--- src/rtl/seq_shift_add_mult.sv ---
// -----------------------------------------------------------------------------
// seq_shift_add_mult
//   Iterative unsigned WIDTH x WIDTH shift-and-add multiplier. Each RUN cycle
//   ANDs the shifted multiplicand with the multiplier LSB to form one partial
//   product and adds it into a 2*WIDTH accumulator. The accumulator is the
//   product output.
//
// Ports
//   clk      in   1        rising-edge clock
//   rst_n    in   1        asynchronous active-low reset
//   start    in   1        request, accepted only while ready=1
//   a        in   WIDTH    multiplicand, sampled on the accepting edge
//   b        in   WIDTH    multiplier, sampled on the accepting edge
//   ready    out  1        high in IDLE
//   busy     out  1        high in RUN
//   done     out  1        one-cycle pulse, product valid
//   product  out  2*WIDTH  a*b, held from done until the next accepted start
//
// Configuration
//   EARLY_TERM_EN  when defined, RUN exits as soon as the remaining multiplier
//                  bits are all zero. The result is unchanged and only the
//                  latency shrinks.
// -----------------------------------------------------------------------------
//
// state   | meaning
// --------+---------------------------------------------------------
// ST_IDLE | waiting for start; ready=1
// ST_RUN  | one partial product accumulated per cycle; busy=1
// ST_DONE | product valid, done pulse; returns to IDLE next cycle
//
module seq_shift_add_mult #(
    parameter int WIDTH = 32,
    parameter int CNT_W = 6
) (
    input  logic               clk,
    input  logic               rst_n,
    input  logic               start,
    input  logic [WIDTH-1:0]   a,
    input  logic [WIDTH-1:0]   b,
    output logic               ready,
    output logic               busy,
    output logic               done,
    output logic [2*WIDTH-1:0] product
);

    typedef enum logic [1:0] {
        ST_IDLE = 2'd0,
        ST_RUN  = 2'd1,
        ST_DONE = 2'd2
    } state_t;

    state_t             state_q, state_d;
    logic [2*WIDTH-1:0] mcand_q, mcand_d;
    logic [WIDTH-1:0]   mplier_q, mplier_d;
    logic [CNT_W-1:0]   cnt_q, cnt_d;
    logic [2*WIDTH-1:0] product_q, product_d;

    always_ff @(posedge clk or negedge rst_n) begin
        if (!rst_n) begin
            state_q   <= ST_IDLE;
            mcand_q   <= '0;
            mplier_q  <= '0;
            cnt_q     <= '0;
            product_q <= '0;
        end else begin
            state_q   <= state_d;
            mcand_q   <= mcand_d;
            mplier_q  <= mplier_d;
            cnt_q     <= cnt_d;
            product_q <= product_d;
        end
    end

    always_comb begin
        state_d   = state_q;
        mcand_d   = mcand_q;
        mplier_d  = mplier_q;
        cnt_d     = cnt_q;
        product_d = product_q;

        unique case (state_q)
            ST_IDLE: begin
                if (start) begin
                    mcand_d   = {{WIDTH{1'b0}}, a};
                    mplier_d  = b;
                    cnt_d     = '0;
                    product_d = '0;
                    state_d   = ST_RUN;
                end
            end

            ST_RUN: begin
                product_d = product_q + (mcand_q & {(2*WIDTH){mplier_q[0]}});
                mcand_d   = mcand_q << 1;
                mplier_d  = mplier_q >> 1;
                // cnt reaches WIDTH on the exit edge; 2**CNT_W > WIDTH keeps it from wrapping
                cnt_d     = cnt_q + 1'b1;
                if (cnt_q == CNT_W'(WIDTH - 1)) begin
                    state_d = ST_DONE;
                end
`ifdef EARLY_TERM_EN
                else if (mplier_d == '0) begin
                    // no set bits left, later partial products would all be zero
                    state_d = ST_DONE;
                end
`endif
            end

            ST_DONE: begin
                state_d = ST_IDLE;
            end

            default: begin
                state_d = ST_IDLE;
            end
        endcase
    end

    assign ready   = (state_q == ST_IDLE);
    assign busy    = (state_q == ST_RUN);
    assign done    = (state_q == ST_DONE);
    assign product = product_q;

endmodule
--- config.mk ---
export PLATFORM = sky130hd
export DESIGN_NAME = seq_shift_add_mult
export DESIGN_NICKNAME = d
export VERILOG_FILES = /design/src/rtl/seq_shift_add_mult.sv
export SDC_FILE = /design/constraint.sdc
export NUM_CORES = 1
export LEC_CHECK = 0
export BUFFER_PORTS_ARGS = -buffer_cell sky130_fd_sc_hd__buf_2
export CORE_ASPECT_RATIO = 1.25
export CORE_MARGIN = 3
export CORE_UTILIZATION = 60
export CTS_CLUSTER_SIZE = 8
export DETAILED_ROUTE_END_ITERATION = 7
export PLACE_DENSITY = 0.87
export REMOVE_ABC_BUFFERS = 1
export SLEW_MARGIN = 20
export SYNTH_ARGS = -nofsm -noshare
export SYNTH_HDL_FRONTEND = slang
export SYNTH_SLANG_ARGS = --single-unit
--- constraint.sdc ---
create_clock -name clk -period 3.74 [get_ports clk]
set_input_delay 0.561 -clock clk [delete_from_list [all_inputs] [get_ports clk]]
set_output_delay 0.561 -clock clk [all_outputs]
set_load 0.1 [all_outputs]
After elaboration in Yosys (flattened, before gate mapping)

Index checks and enable logic that the tools add are counted.

Register bits after elaboration: 168
Logic and storage cells: 28
Input bits: 67
Output and inout bits: 67

Bitwise logic cells: 1
Mux-type cells: 11
Reductions and logical operators: 4
Add/subtract/negate cells: 2
Equal/unequal tests: 5

Operators by type and width:

| operator              | number |
|---|---|
| $pmux W64 S2          | 2 |
| $mux W64              | 2 |
| $add A64 B64 Y64      | 1 |
| $and A64 B64 Y64      | 1 |
| $pmux W32 S2          | 1 |
| $mux W32              | 1 |
| $pmux W6 S2           | 1 |
| $add A6 B1 Y6 const B | 1 |
| $eq A6 B5 Y1 const B  | 1 |
| $mux W6               | 1 |
| $mux W2               | 2 |
| $pmux W2 S2           | 1 |
| $reduce_and A2 Y1     | 2 |
| $eq A2 B1 Y1 const B  | 1 |
| $eq A2 B2 Y1 const B  | 1 |
| $logic_not A2 Y1      | 1 |
| $ne A2 B1 Y1 const B  | 1 |
| $ne A2 B2 Y1 const B  | 1 |
| $reduce_bool A2 Y1    | 1 |

Longest topological paths before layout

Depth in word-level cells: 3
Gate-level depth with buffers: 16
Gate-level depth less buffers: 15

Worst setup path after synthesis

OpenSTA, ideal clock, no wires.

Kind: flip-flop to flip-flop
Start: register product_q[0] (netlist: product[0])
End: register product_q[58] (netlist: product[58])
Setup slack: -0.034 ns
Stages on the path, launching flop included: 15
Path buffers: 0
Required time: 3.609 ns
Data arrival time: 3.643 ns
Setup time: 0.131 ns
Period minus slack after synthesis: 3.774 ns
Path through: dfrtp_1 ha_1 inv_1 fa_1 nor2b_1 o2111ai_2 a21boi_0 o211a_1 o21ai_1 a21boi_2 a31oi_4 o21ai_1 o211ai_1 and4_1 or3_1

Word-level cells in the longest chain between the ends: 2

Ends and longest elaborated chain:

| what                   | line | text |
|---|---|---|
| from (decl)            | 56   | `logic [2*WIDTH-1:0] product_q, product_d;` |
| from (signal assigned) | 70   | `product_q <= product_d;` |
| $add A64 B64 Y64       | 93   | `product_d = product_q + (mcand_q & {(2*WIDTH){mplier_q[0]}});` |
| $pmux W64 S2           | 81   | `unique case (state_q)` |

Every way passes these cells.
A chain may end at the register's enable or synchronous reset.

Worst setup path in the final report

Start: register mplier_q[0]
End: register product_q[58] (netlist: product[58])

Word-level cells in the longest chain between the ends: 3

Ends and longest elaborated chain:

| what                   | line | text |
|---|---|---|
| from (decl)            | 54   | `logic [WIDTH-1:0] mplier_q, mplier_d;` |
| from (signal assigned) | 68   | `mplier_q <= mplier_d;` |
| $and A64 B64 Y64       | 93   |  |
| $add A64 B64 Y64       | 93   |  |
| $pmux W64 S2           | 81   |  |

Every way passes these cells.

==> impl_metrics.json <==
{
  "outcome": "complete, no violations",
  "remaining_drc_errors": 0,
  "rsz0062_at_grt": "yes",
  "utilization_pct": 69.7,
  "worstHoldPathType": "input port to asynchronous set/reset pin",
  "cts.htree.levels": 4,
  "crit_path_max_fanout": 6,
  "synthesis.instances": 1286,
  "post_synth.cell_area_avg_sq_um": 8.80,
  "maximum_number_of_pins_on_one_net_before_global_route_repair": 81,
  "ioPinCount": 134,
  "clock_insertion_delay_worst_skew_ns": 0.44,
  "crit_path_frequent_cell": "a21boi_2",
  "worst_ep_required_time_ns": 4.04,
  "period_minus_slack_ns": 3.58,
  "critical-path-slowest-cell": "fa_1",
  "synth_cell_type_count": 82,
  "worst_setup_hold_path_clk_slew_ns": 0.07,
  "cp_top_family": "compound AO/OA/AOI/OAI gates",
  "timing.final.crit_share_pct": 95.7,
  "gpl.final_weighted_congestion": 0.945,
  "vias": 10243,
  "critPathArrivalTime_ns": 3.88,
  "initial_utilization_pct": 61.8,
  "postRouteAntennaNets": 0,
  "post-route-worst-setup-slack_ns": 0.162,
  "cts-root-to-sink-buffers": 2,
  "place_ws_ns": 0.143,
  "first_global_vias": 10305,
  "vias_per_cell": 6.35,
  "die_area_sq_mm": 0.0206,
  "dominantRegCellSynth": "dfrtp_1",
  "cp-start-kind": "flop",
  "placementRows": 55,
  "post_drt_wl_per_cell_um": 18.7,
  "critical_path_buf_inv_count": 1,
  "globalRoute.totalOverflow": 0,
  "crit_path_max_cell_delay_ns": 0.42,
  "report.final.slew_viol_count": 0,
  "core_region_area_sq_mm": 0.0183,
  "hold_viol_final": 0,
  "powerDensity_mw_per_mm2": 941,
  "io_buffer_count": 133,
  "ys_top_cells_by_area": "dfrtp_1 (37%), ha_1 (7.1%), o21ai_0 (6.8%)",
  "finish.instance_area_sq_mm": 0.0128,
  "synth_seq_area_share_pct": 37.1,
  "nNetsFinal": 1504,
  "timing_worst_slew_pin_value_ns": 1.03,
  "max_slew_headroom_at_the_worst_pin_pct": 31.2,
  "drv.max_cap_violation_count": 0,
  "first_iter_violations": 965,
  "setup_violations": 0,
  "cellLeakagePower_nw": 5.94,
  "yosysWarningCount": 0,
  "synth-seq-cells": 168,
  "edff_count_synth": 0,
  "ir_worst_vdd_uv": 569,
  "cts-buffers-inserted": 17,
  "synth_async_sr_flop_share_pct": 100,
  "tritoncts": "built",
  "crit_path_cell_trace": "and2_1 -> ha_1 -> inv_1 -> fa_1 -> nor2b_2 -> o2111ai_4 -> a21boi_2 -> o211a_1 -> o21ai_1 -> a21boi_2 -> a31oi_4 -> o21ai_2 -> o211ai_1 -> and4_1 -> or3_1",
  "critPathCaptureType": "flop",
  "die_w_um": 129,
  "wire_length_of_the_first_global_routing_pass_um": 50100,
  "floorplan.die.height_um": 160,
  "detailed_place.area_sq_mm": 0.0121,
  "most_area_hungry_cell_type_in_the_yosys_netlist": "dfrtp_1",
  "root_buffer": "clkbuf_16",
  "finalClockSkew_ns": 0.00979,
  "overall_power_mw": 12.0,
  "antenna_cells_inserted": 0,
  "drt_pre_antenna_iters": 5,
  "final_layout_size_suffix_gt1_share_pct": 16.6,
  "wl_um": 30200,
  "maxClockFrequency_mhz": 279,
  "synth_top_cell_area_share_pct": 37.1,
  "setup-tns-final_ns": 0,
  "antenna_found_initial": 0,
  "dp_hpwl_um": 20700,
  "synth_area_sq_mm": 0.0113,
  "worst-setup-path-type": "flop to flop",
  "cts_hold_repair.buffers": 0,
  "area_growth_pct": 12.8,
  "groute.usage.overall_pct": 29.2,
  "count_of_clock_tree_sinks": 168
}
## layer usage
metal / routed length, um / vias to the layer above / global-route usage (%)
met5: 0 / - / 0
met3: 1910 / 56 / 5.57
met4: 817 / 0 / 10.0
li1: - / 4823 / -
met2: 14800 / 375 / 48.1
met1: 12700 / 4989 / 38.3
## kinds of logic (layout without fill, tap and decap cells)
kind of cell | count (synthesis) | count (layout) | share of synthesized area [%]
compound gates | 518 | 518 | 29.6
xor+xnor | 60 | 60 | 4.64
fa+ha+maj | 65 | 65 | 7.25
buf+inv | 104 | 203 | 4.21
flops | 168 | 168 | 37.1
simple gates | 371 | 371 | 17.1
## cell usage after synthesis (4+ instances only)
cell	instances
o31ai_1	7
nor2b_1	74
a211oi_1	5
a22oi_1	63
ha_1	64
nand3_1	12
and2_1	66
inv_1	15
a21oi_1	133
nor2_1	45
nor3_1	6
xor2_1	27
buf_1	9
nand4_1	15
dfrtp_1	168
o21a_1	4
a22o_1	39
buf_4	7
o21bai_1	13
nand2b_1	7
o211ai_1	5
o21ai_0	153
o21ai_1	10
a21o_1	39
nand2_1	116
a31oi_1	11
xnor2_1	33
clkbuf_1	61
## flip-flops by register name, summed over array words and instances (netlist names)
register	count
state_q	2
product	64
mcand_q	64
mplier_q	32
cnt_q	6
## power breakdown
part           switching (mW)  total [mW]  internal (mW)
clock network           0.796        1.88           1.08
logic                    5.03        6.82           1.80
registers               0.729        3.32           2.59
## worst paths after layout
check                       startpoint          end  slack, ns  depth (start not counted)
max in group asynchronous        rst_n  product[55]       2.59                          2
hold reg to reg               cnt_q[5]   state_q[1]       0.49                          1
setup reg to reg           mplier_q[0]  product[58]       0.16                         15
min in group clk                 a[19]  mcand_q[19]       0.40                          3
hold / removal                   rst_n  product[33]       0.16                          1
setup / recovery           mplier_q[0]  product[58]       0.16                         15
## timing repair
item	4_1_cts	5_1_grt
endpoints found under the setup margin	0	10
buffers inserted	0	2
resized for setup	0	14
## cell usage in the layout, fill, tap and decap left out, drive strengths merged, types with 47 or more instances in the layout
master	n
nor2b	75
nor2	47
buf	155
nand2	117
a22oi	63
dfrtp	168
a21oi	136
and2	67
o21ai	164
ha	64
## per-stage QoR
step,hold WS [ns],std cells
floorplan,0.265,1198
detailed placement,0.489,1579
finish,0.156,1613
CTS,0.197,1611
global route,0.226,1613
global placement,0.474,1579
## worst register-to-register path, stage by stage (launching register included)
cell and delay (ns):
dfrtp_1 0.40, and2_1 0.16, ha_1 0.19, inv_1 0.06, fa_1 0.42, nor2b_2 0.20
o2111ai_4 0.16, a21boi_2 0.20, o211a_1 0.21, o21ai_1 0.09, a21boi_2 0.23, a31oi_4 0.17
o21ai_2 0.20, o211ai_1 0.14, and4_1 0.22, or3_1 0.38
## final cells by class
| cell class | count | area [sq um] |
|---|---|---|
| Multi-Input combinational cell | 1014 | 6730 |
| Fill cell | 1466 | 5540 |
| Sequential cell | 168 | 4210 |
| Timing Repair Buffer | 155 | 868 |
| Clock buffer | 19 | 443 |
| Tap cell | 228 | 285 |
| Clock inverter | 13 | 169 |
| Inverter | 16 | 61.3 |
Note: power is estimated with default switching activity, not from simulation.
